## src/rtl/slice_pkg.sv

```systemverilog
// Shared sizing helpers and state encoding for the slice packer and its splitter counterpart.
package slice_pkg;

  typedef enum logic {COLLECT, FULL} state_t;

  function automatic int beats(input int w, input int o);
    return (w + o - 1) / o;
  endfunction

  function automatic int rem_bits(input int w, input int o);
    return w - (beats(w, o) - 1) * o;
  endfunction

  // Beat counter width, never narrower than one bit so BEATS==1 still has a counter.
  function automatic int ctr_width(input int b);
    return (b <= 1) ? 1 : $clog2(b);
  endfunction

endpackage

```

## src/rtl/slice_beat_ctr.sv

```systemverilog
// Beat index within the word being assembled; wraps at BEATS and can be forced back to zero.
module slice_beat_ctr #(
  parameter int BEATS = 2,
  parameter int CW    = 1
) (
  input  logic          clk,
  input  logic          rst_n,
  input  logic          clear,
  input  logic          inc,
  output logic [CW-1:0] beat,
  output logic          is_last
);

  assign is_last = (beat == CW'(BEATS - 1));

  always_ff @(posedge clk or negedge rst_n) begin
    if (!rst_n) begin
      beat <= '0;
    end else if (clear) begin
      beat <= '0;
    end else if (inc) begin
      beat <= is_last ? '0 : beat + CW'(1);
    end
  end

endmodule

```

## src/rtl/slice_packer.sv

```systemverilog
// Reassembles OFFSET-bit slices into a WIDTH-bit word held in a single output register.
module slice_packer
  import slice_pkg::*;
#(
  parameter int WIDTH     = 8,
  parameter int OFFSET    = 4,
  parameter bit LSB_FIRST = 1'b1
) (
  input  logic              clk,
  input  logic              rst_n,
  input  logic              in_valid,
  output logic              in_ready,
  input  logic [OFFSET-1:0] in_slice,
  input  logic              in_last,
  output logic              out_valid,
  input  logic              out_ready,
  output logic [WIDTH-1:0]  out_data,
  output logic              out_short
);

  localparam int BEATS = beats(WIDTH, OFFSET);
  localparam int REM   = rem_bits(WIDTH, OFFSET);
  localparam int CW    = ctr_width(BEATS);

  state_t           state;
  logic [WIDTH-1:0] data_q;
  logic             short_q;
  logic [CW-1:0]    beat;
  logic             is_last;
  logic             accept;
  logic             closing;
  logic [WIDTH-1:0] base;
  logic [WIDTH-1:0] hit;
  logic [WIDTH-1:0] slice_bits;
  logic [WIDTH-1:0] next_word;

  assign in_ready  = (state == COLLECT) || out_ready;
  assign accept    = in_valid && in_ready;
  assign closing   = accept && (is_last || in_last);
  assign out_valid = (state == FULL);
  assign out_data  = data_q;
  assign out_short = short_q;

  slice_beat_ctr #(.BEATS(BEATS), .CW(CW)) u_ctr (
    .clk    (clk),
    .rst_n  (rst_n),
    .clear  (closing),
    .inc    (accept),
    .beat   (beat),
    .is_last(is_last)
  );

  // Each output bit knows at elaboration which beat owns it and which slice bit feeds it;
  // in MSB-first order beat 0 owns the REM-wide top slice.
  for (genvar i = 0; i < WIDTH; i++) begin : g_bit
    localparam int K = LSB_FIRST ? (i / OFFSET)
                     : ((i >= WIDTH - REM) ? 0 : (BEATS - 1 - i / OFFSET));
    localparam int J = LSB_FIRST ? (i % OFFSET)
                     : ((i >= WIDTH - REM) ? (i - (WIDTH - REM)) : (i % OFFSET));
    assign hit[i]        = (beat == CW'(K));
    assign slice_bits[i] = in_slice[J];
  end

  // Leaving FULL starts from a zero accumulator so a short word never inherits stale bits.
  assign base      = (state == FULL) ? '0 : data_q;
  assign next_word = (base & ~hit) | (slice_bits & hit);

  always_ff @(posedge clk or negedge rst_n) begin
    if (!rst_n) begin
      state   <= COLLECT;
      data_q  <= '0;
      short_q <= 1'b0;
    end else begin
      case (state)
        COLLECT: begin
          if (accept) begin
            data_q <= next_word;
            if (closing) begin
              state   <= FULL;
              short_q <= in_last && !is_last;
            end
          end
        end
        FULL: begin
          if (out_ready) begin
            if (accept) begin
              data_q <= next_word;
              if (closing) begin
                short_q <= in_last && !is_last;
              end else begin
                state   <= COLLECT;
                short_q <= 1'b0;
              end
            end else begin
              state   <= COLLECT;
              data_q  <= '0;
              short_q <= 1'b0;
            end
          end
        end
        default: state <= COLLECT;
      endcase
    end
  end

endmodule

```

## config.mk

```make
export PLATFORM = sky130hd
export DESIGN_NAME = slice_packer
export DESIGN_NICKNAME = d
export VERILOG_FILES = /design/src/rtl/slice_pkg.sv /design/src/rtl/slice_beat_ctr.sv /design/src/rtl/slice_packer.sv
export SDC_FILE = /design/constraint.sdc
export NUM_CORES = 1
export LEC_CHECK = 0
export ABC_AREA = 1
export CAP_MARGIN = 20
export CORE_AREA = 3 3 40 42
export CTS_BUF_LIST = sky130_fd_sc_hd__clkbuf_2
export DETAILED_ROUTE_END_ITERATION = 16
export DIE_AREA = 0 0 43 45
export PLACE_DENSITY = 0.8
export SLEW_MARGIN = 20
export SYNTH_ARGS = -nofsm -noshare
export SYNTH_HDL_FRONTEND = slang
export SYNTH_SLANG_ARGS = --single-unit
```

## constraint.sdc

```tcl
create_clock -name clk -period 1.6 [get_ports clk]
set_input_delay 0.32 -clock clk [delete_from_list [all_inputs] [get_ports clk]]
set_output_delay 0.32 -clock clk [all_outputs]
set_load 0.03 [all_outputs]
```

Yosys cells after proc, flatten, opt, wreduce, memory -nomap -nowiden
Cells that the tools add are included.
{ "word_totals": {"reg_bits": 11, "input_bits": 9, "output_inout_bits": 11, "elab_cells": 41} }
{ "op_classes": {"add_sub_neg": 1, "n_eq_ne": 3, "mux": 18, "bitwise_logic": 6, "reduce_logical": 9} }
{ "op_table": {"columns": ["op", "n"], "rows": [
  ["$mux W8", 4],
  ["$and A8 B8 Y8", 2],
  ["$pmux W8 S2", 1],
  ["$mux W1", 11],
  ["$not A8 Y8", 1],
  ["$or A8 B8 Y8", 1],
  ["$ne A2 B2 Y1 const B", 3],
  ["$pmux W1 S2", 2],
  ["$logic_and A1 B1 Y1", 3],
  ["$reduce_and A3 Y1", 1],
  ["$logic_or A1 B1 Y1", 2],
  ["$not A1 Y1", 2],
  ["$reduce_and A2 Y1", 1],
  ["$reduce_bool A2 Y1", 1],
  ["$add A1 B1 Y1 const B", 1],
  ["$logic_not A1 Y1", 1]
]} }

Depth between registers and ports, before layout
{ "logic_depth": {"ltp_word": 8, "ltp_mapped": 6, "depth_no_buf": 5} }

Cells and area by module
A second synthesis with hierarchy kept.
{ "hier_totals": {"cells_unflattened": 79, "area_unflattened_um2": 608.1} }
{ "by_module_without_submodules": {"columns": ["module", "n_inst", "cells_per_inst", "area_per_inst_um2", "seq_area_each_um2"], "rows": [
  ["slice_packer", 1, 72, 556.8, 250.2],
  ["slice_beat_ctr", 1, 7, 51.3, 25.0]
]} }

Least setup slack after synthesis
OpenSTA, ideal clock, no wires.
{ "synth_timing": {"path_kind": "reg-to-reg", "start": "reg state, in the netlist out_valid", "end": "reg data_q[0], in the netlist out_data[0]", "setup_ns": 0.066, "arrival_ns": 1.179, "required_ns": 1.534, "slack_ns": 0.355, "stages_incl_launch_ff": 5, "n_path_buf": 0, "synth_period_minus_slack_ns": 1.245, "cell_sequence": "dfrtp_1 -> nand2_2 -> nand2_2 -> nand3_1 -> nand2_1"} }
{ "synth_between": {"elab_chain_len": 6, "elab_cells_between_ends": 13, "classes_between": "eq/ne (2); mux (5); bitwise (3); reduce/logical (3)"} }
{ "synth_rtl": {"columns": ["item", "line_no", "source"], "rows": [
  ["from (decl)", "slice_packer.sv:25", "state_t state;"],
  ["from (signal assigned)", "slice_packer.sv:70", "state <= COLLECT;"],
  ["from (signal assigned)", "slice_packer.sv:79", "state <= FULL;"],
  ["from (signal assigned)", "slice_packer.sv:91", "state <= COLLECT;"],
  ["$not A1 Y1 *", null, null],
  ["$logic_or A1 B1 Y1 *", "slice_packer.sv:37", "assign in_ready = (state == COLLECT) || out_ready;"],
  ["named net in_ready", "slice_packer.sv:12", "output logic in_ready,"],
  ["$logic_and A1 B1 Y1 *", "slice_packer.sv:38", "assign accept = in_valid && in_ready;"],
  ["$mux W8", "slice_packer.sv:86", "if (accept) begin"],
  ["$mux W8", "slice_packer.sv:85", "if (out_ready) begin"],
  ["$pmux W8 S2", "slice_packer.sv:74", "case (state)"],
  ["to (signal assigned)", "slice_packer.sv:77", "data_q <= next_word;"],
  ["to (signal assigned)", "slice_packer.sv:87", "data_q <= next_word;"],
  ["to (decl)", "slice_packer.sv:26", "logic [WIDTH-1:0] data_q;"]
]} }
Mark *: on every way through the listed nets, which the timed path passes. The rest lies on a longest branch. The select of a mux whose other input is x is not followed.
A chain may end at the register's enable or synchronous reset.

Worst setup path after layout
{ "layout_timing": {"start": "in out_ready", "end": "out in_ready"} }
{ "layout_between": {"elab_chain_len": 1} }
{ "layout_rtl": {"columns": ["item", "line_no", "source"], "rows": [
  ["from (decl)", "slice_packer.sv:16", "input logic out_ready,"],
  ["$logic_or A1 B1 Y1", "slice_packer.sv:37", null],
  ["to (decl)", "slice_packer.sv:12", null]
]} }
No other way between the ends.

==> results_dict.tcl <==
set metrics [dict create \
    die_h_um 45 \
    synth_top_area_share 0.4911 \
    p_seq_frac 0.424 \
    cts.clk_slew.worst_paths_ns 0.12 \
    internal_power_uw 520.4 \
    nNetsFinal 106 \
    fill_cells 121 \
    vias_per_cell 5.270 \
    hp-class "in -> async" \
    dp.cells 107 \
    synth_area_leaders "dfrtp_1 (49%), nand2_1 (15%), nand3_1 (13%)" \
    grt_pass1_wl_mm 2.325 \
    tightestPinTransition_ns 0.4869 \
    switching_share 0.4186 \
    die_x_um 43 \
    synth_cell_type_count 12 \
    gp_congestion 0.8025 \
    drt_iter0_drc 11 \
    fin_cells 111 \
    critPathLaunchType "input port" \
    io_pins 20 \
    wl_per_cell_um 12.31 \
    criticalPathCategory "in -> out" \
    rsz0062_at_grt "false" \
    period_needed_ns 1.462 \
    switching_power_uw 374.7 \
    rows 13 \
    synth_nets 81 \
    hold_viol_final 0 \
    worstPathRequired_ns 1.28 \
    ys_ff_latch 11 \
    crit_fanout 4 \
    status "finished clean" \
    yosysWarnings 0 \
    seq_area_um2 275.3 \
    routed_wl_mm 1.366 \
    drtAntennaViolNets 0 \
    dr_total_vias 585 \
    finalPower_uw 895.1 \
    port_buffers 19 \
    multi_input_area_um2 250.2 \
    synthesis.area_um2 560.5 \
    clkPwrFrac 0.185 \
    hpwlAfterDp_um 989.3 \
    setup_violations 0 \
    grt_max_degree 12 \
    synth_top_cell_by_area "dfrtp_1" \
    p_leak_nw 0.4314 \
    grt_antenna_before_repair 0 \
    firstDrtPassIters 4 \
    cts_buffers 3 \
    max_freq_ghz 0.6840 \
    power.density_mw_per_mm2 1141 \
    cap_violations 0 \
    coreArea_mm2 0.001285 \
    cp-end-kind "output port" \
    period_share 0.9137 \
    grt_pass1_vias 531 \
    grt_remaining_overflow 0 \
    root_buffer "clkbuf_2" \
    netlist_instances 72 \
    die_area_mm2 0.001935 \
    start_util 0.4362 \
    arrival_ns 1.14 \
    h-tree-depth 1 \
    drcViolationCount 0 \
    cts.sink_count 11 \
    cts_tree "built" \
    diodes 0 \
    drv_slew 0 \
    stdcell_area_um2 784.5 \
    clkLatencyLatePin_ns 0.27 \
    timing.hold.ws_ns 0.3660 \
    avgSynthCellArea_um2 7.785 \
    combPwrFrac 0.391 \
    layout-drive-gt1-share 0.1563 \
    clk_path_buf_depth 2 \
    placement.cell_area_um2 777.0 \
    slew_headroom 0.6744 \
    ys_seq_area_frac 0.4911 \
    finalClockSkew_ns 0.005818 \
    peakVddDrop_v 0.0006926 \
    tns_ns 0 \
    grt_usage 0.1668 \
    area_growth_syn_to_layout_pct 39.96 \
    postCtsSetupRepairBufs 0 \
]
[cell usage after synthesis]
cell type and number:
o21a_1 1, nor2_2 1, buf_2 1, nand2_1 23, dfrtp_1 11, nand2_2 3
a21boi_2 1, nand3_1 14, nand3_2 1, inv_1 6, o21ai_1 8, inv_2 2
[sequential cells by signal, indices dropped and copies added (netlist names)]
register and count:
u_ctr.beat 1, out_short 1, out_valid 1, out_data 8
[worst paths after layout]
kind | depth (start not counted) | to | slack [ns] | from
hold / removal | 1 | out_data[3] | 0.37 | rst_n
hold reg to reg | 2 | out_short | 0.52 | out_short
setup reg to reg | 5 | out_short | 0.40 | u_ctr.beat
max in group asynchronous | 1 | out_data[4] | 0.90 | rst_n
min in group clk | 2 | out_short | 0.52 | out_short
setup / recovery | 4 | in_ready | 0.14 | out_ready
[repair_timing]
item,in CTS,in global routing
hold buffers,0,0
setup endpoints to repair,10,0
resized for setup,10,0
[through the flow]
stage | setup WS [ns] | util
floorplan | 0.3545 | -
global route | 0.1069 | 0.6105
finish | 0.1381 | 0.6105
detailed placement | 0.1377 | 0.6047
global placement | 0.1582 | 0.6047
CTS | 0.1367 | 0.6105
[metal layers]
metal	up-vias	GRT usage	part of all wire	wire, µm
li1	283	-	-	-
met1	274	0.1970	0.42	575
met2	24	0.2665	0.50	678
met3	4	0.05976	0.062	85
met4	0	0.09036	0.019	26
met5	-	0	0	0
[worst max-delay path: stages]
cell             delay [ns]
clkdlybuf4s50_1        0.51
inv_2                  0.06
nand2_2                0.09
buf_4                  0.17
[layout make-up]
| cell class | instances | share of cell area |
|---|---|---|
| clock buffer | 4 | 0.02552 |
| inverter | 8 | 0.03828 |
| multi-input combinational | 52 | 0.3190 |
| sequential | 11 | 0.3509 |
| tap | 15 | 0.02392 |
| timing repair buffer | 21 | 0.2424 |
[power by group through the flow]
stage / Clock, mW / Combinational (mW) / Sequential [mW]
2_1_floorplan: 0 / 0.133 / 0.471
3_3_place_gp: 0 / 0.382 / 0.383
3_5_place_dp: 0 / 0.385 / 0.387
4_1_cts: 0.169 / 0.352 / 0.380
5_1_grt: 0.183 / 0.384 / 0.389
6_report: 0.165 / 0.350 / 0.380
[layout by cell type (no fill, tap or decap)]
cell / netlist / layout
a21boi_2: 1 / 1
buf_4: 0 / 3
clkbuf_2: 0 / 4
clkdlybuf4s50_1: 0 / 8
dfrtp_1: 11 / 11
dlygate4sd2_1: 0 / 10
inv_1: 6 / 6
inv_2: 2 / 2
nand2_1: 23 / 23
nand2_2: 3 / 3
nand3_1: 14 / 14
nand3_2: 1 / 1
nor2_2: 1 / 1
o21a_1: 1 / 1
o21ai_1: 8 / 8
[logic make-up (layout without fill, tap and decap cells)]
| kind of cell | count (synthesis) | after routing | synth area share |
|---|---|---|---|
| simple gates | 42 | 42 | 0.3415 |
| flops | 11 | 11 | 0.4911 |
| compound gates | 10 | 10 | 0.1049 |
| buf+inv | 9 | 33 | 0.06249 |
No activity file was read; power rests on OpenSTA's default activity.
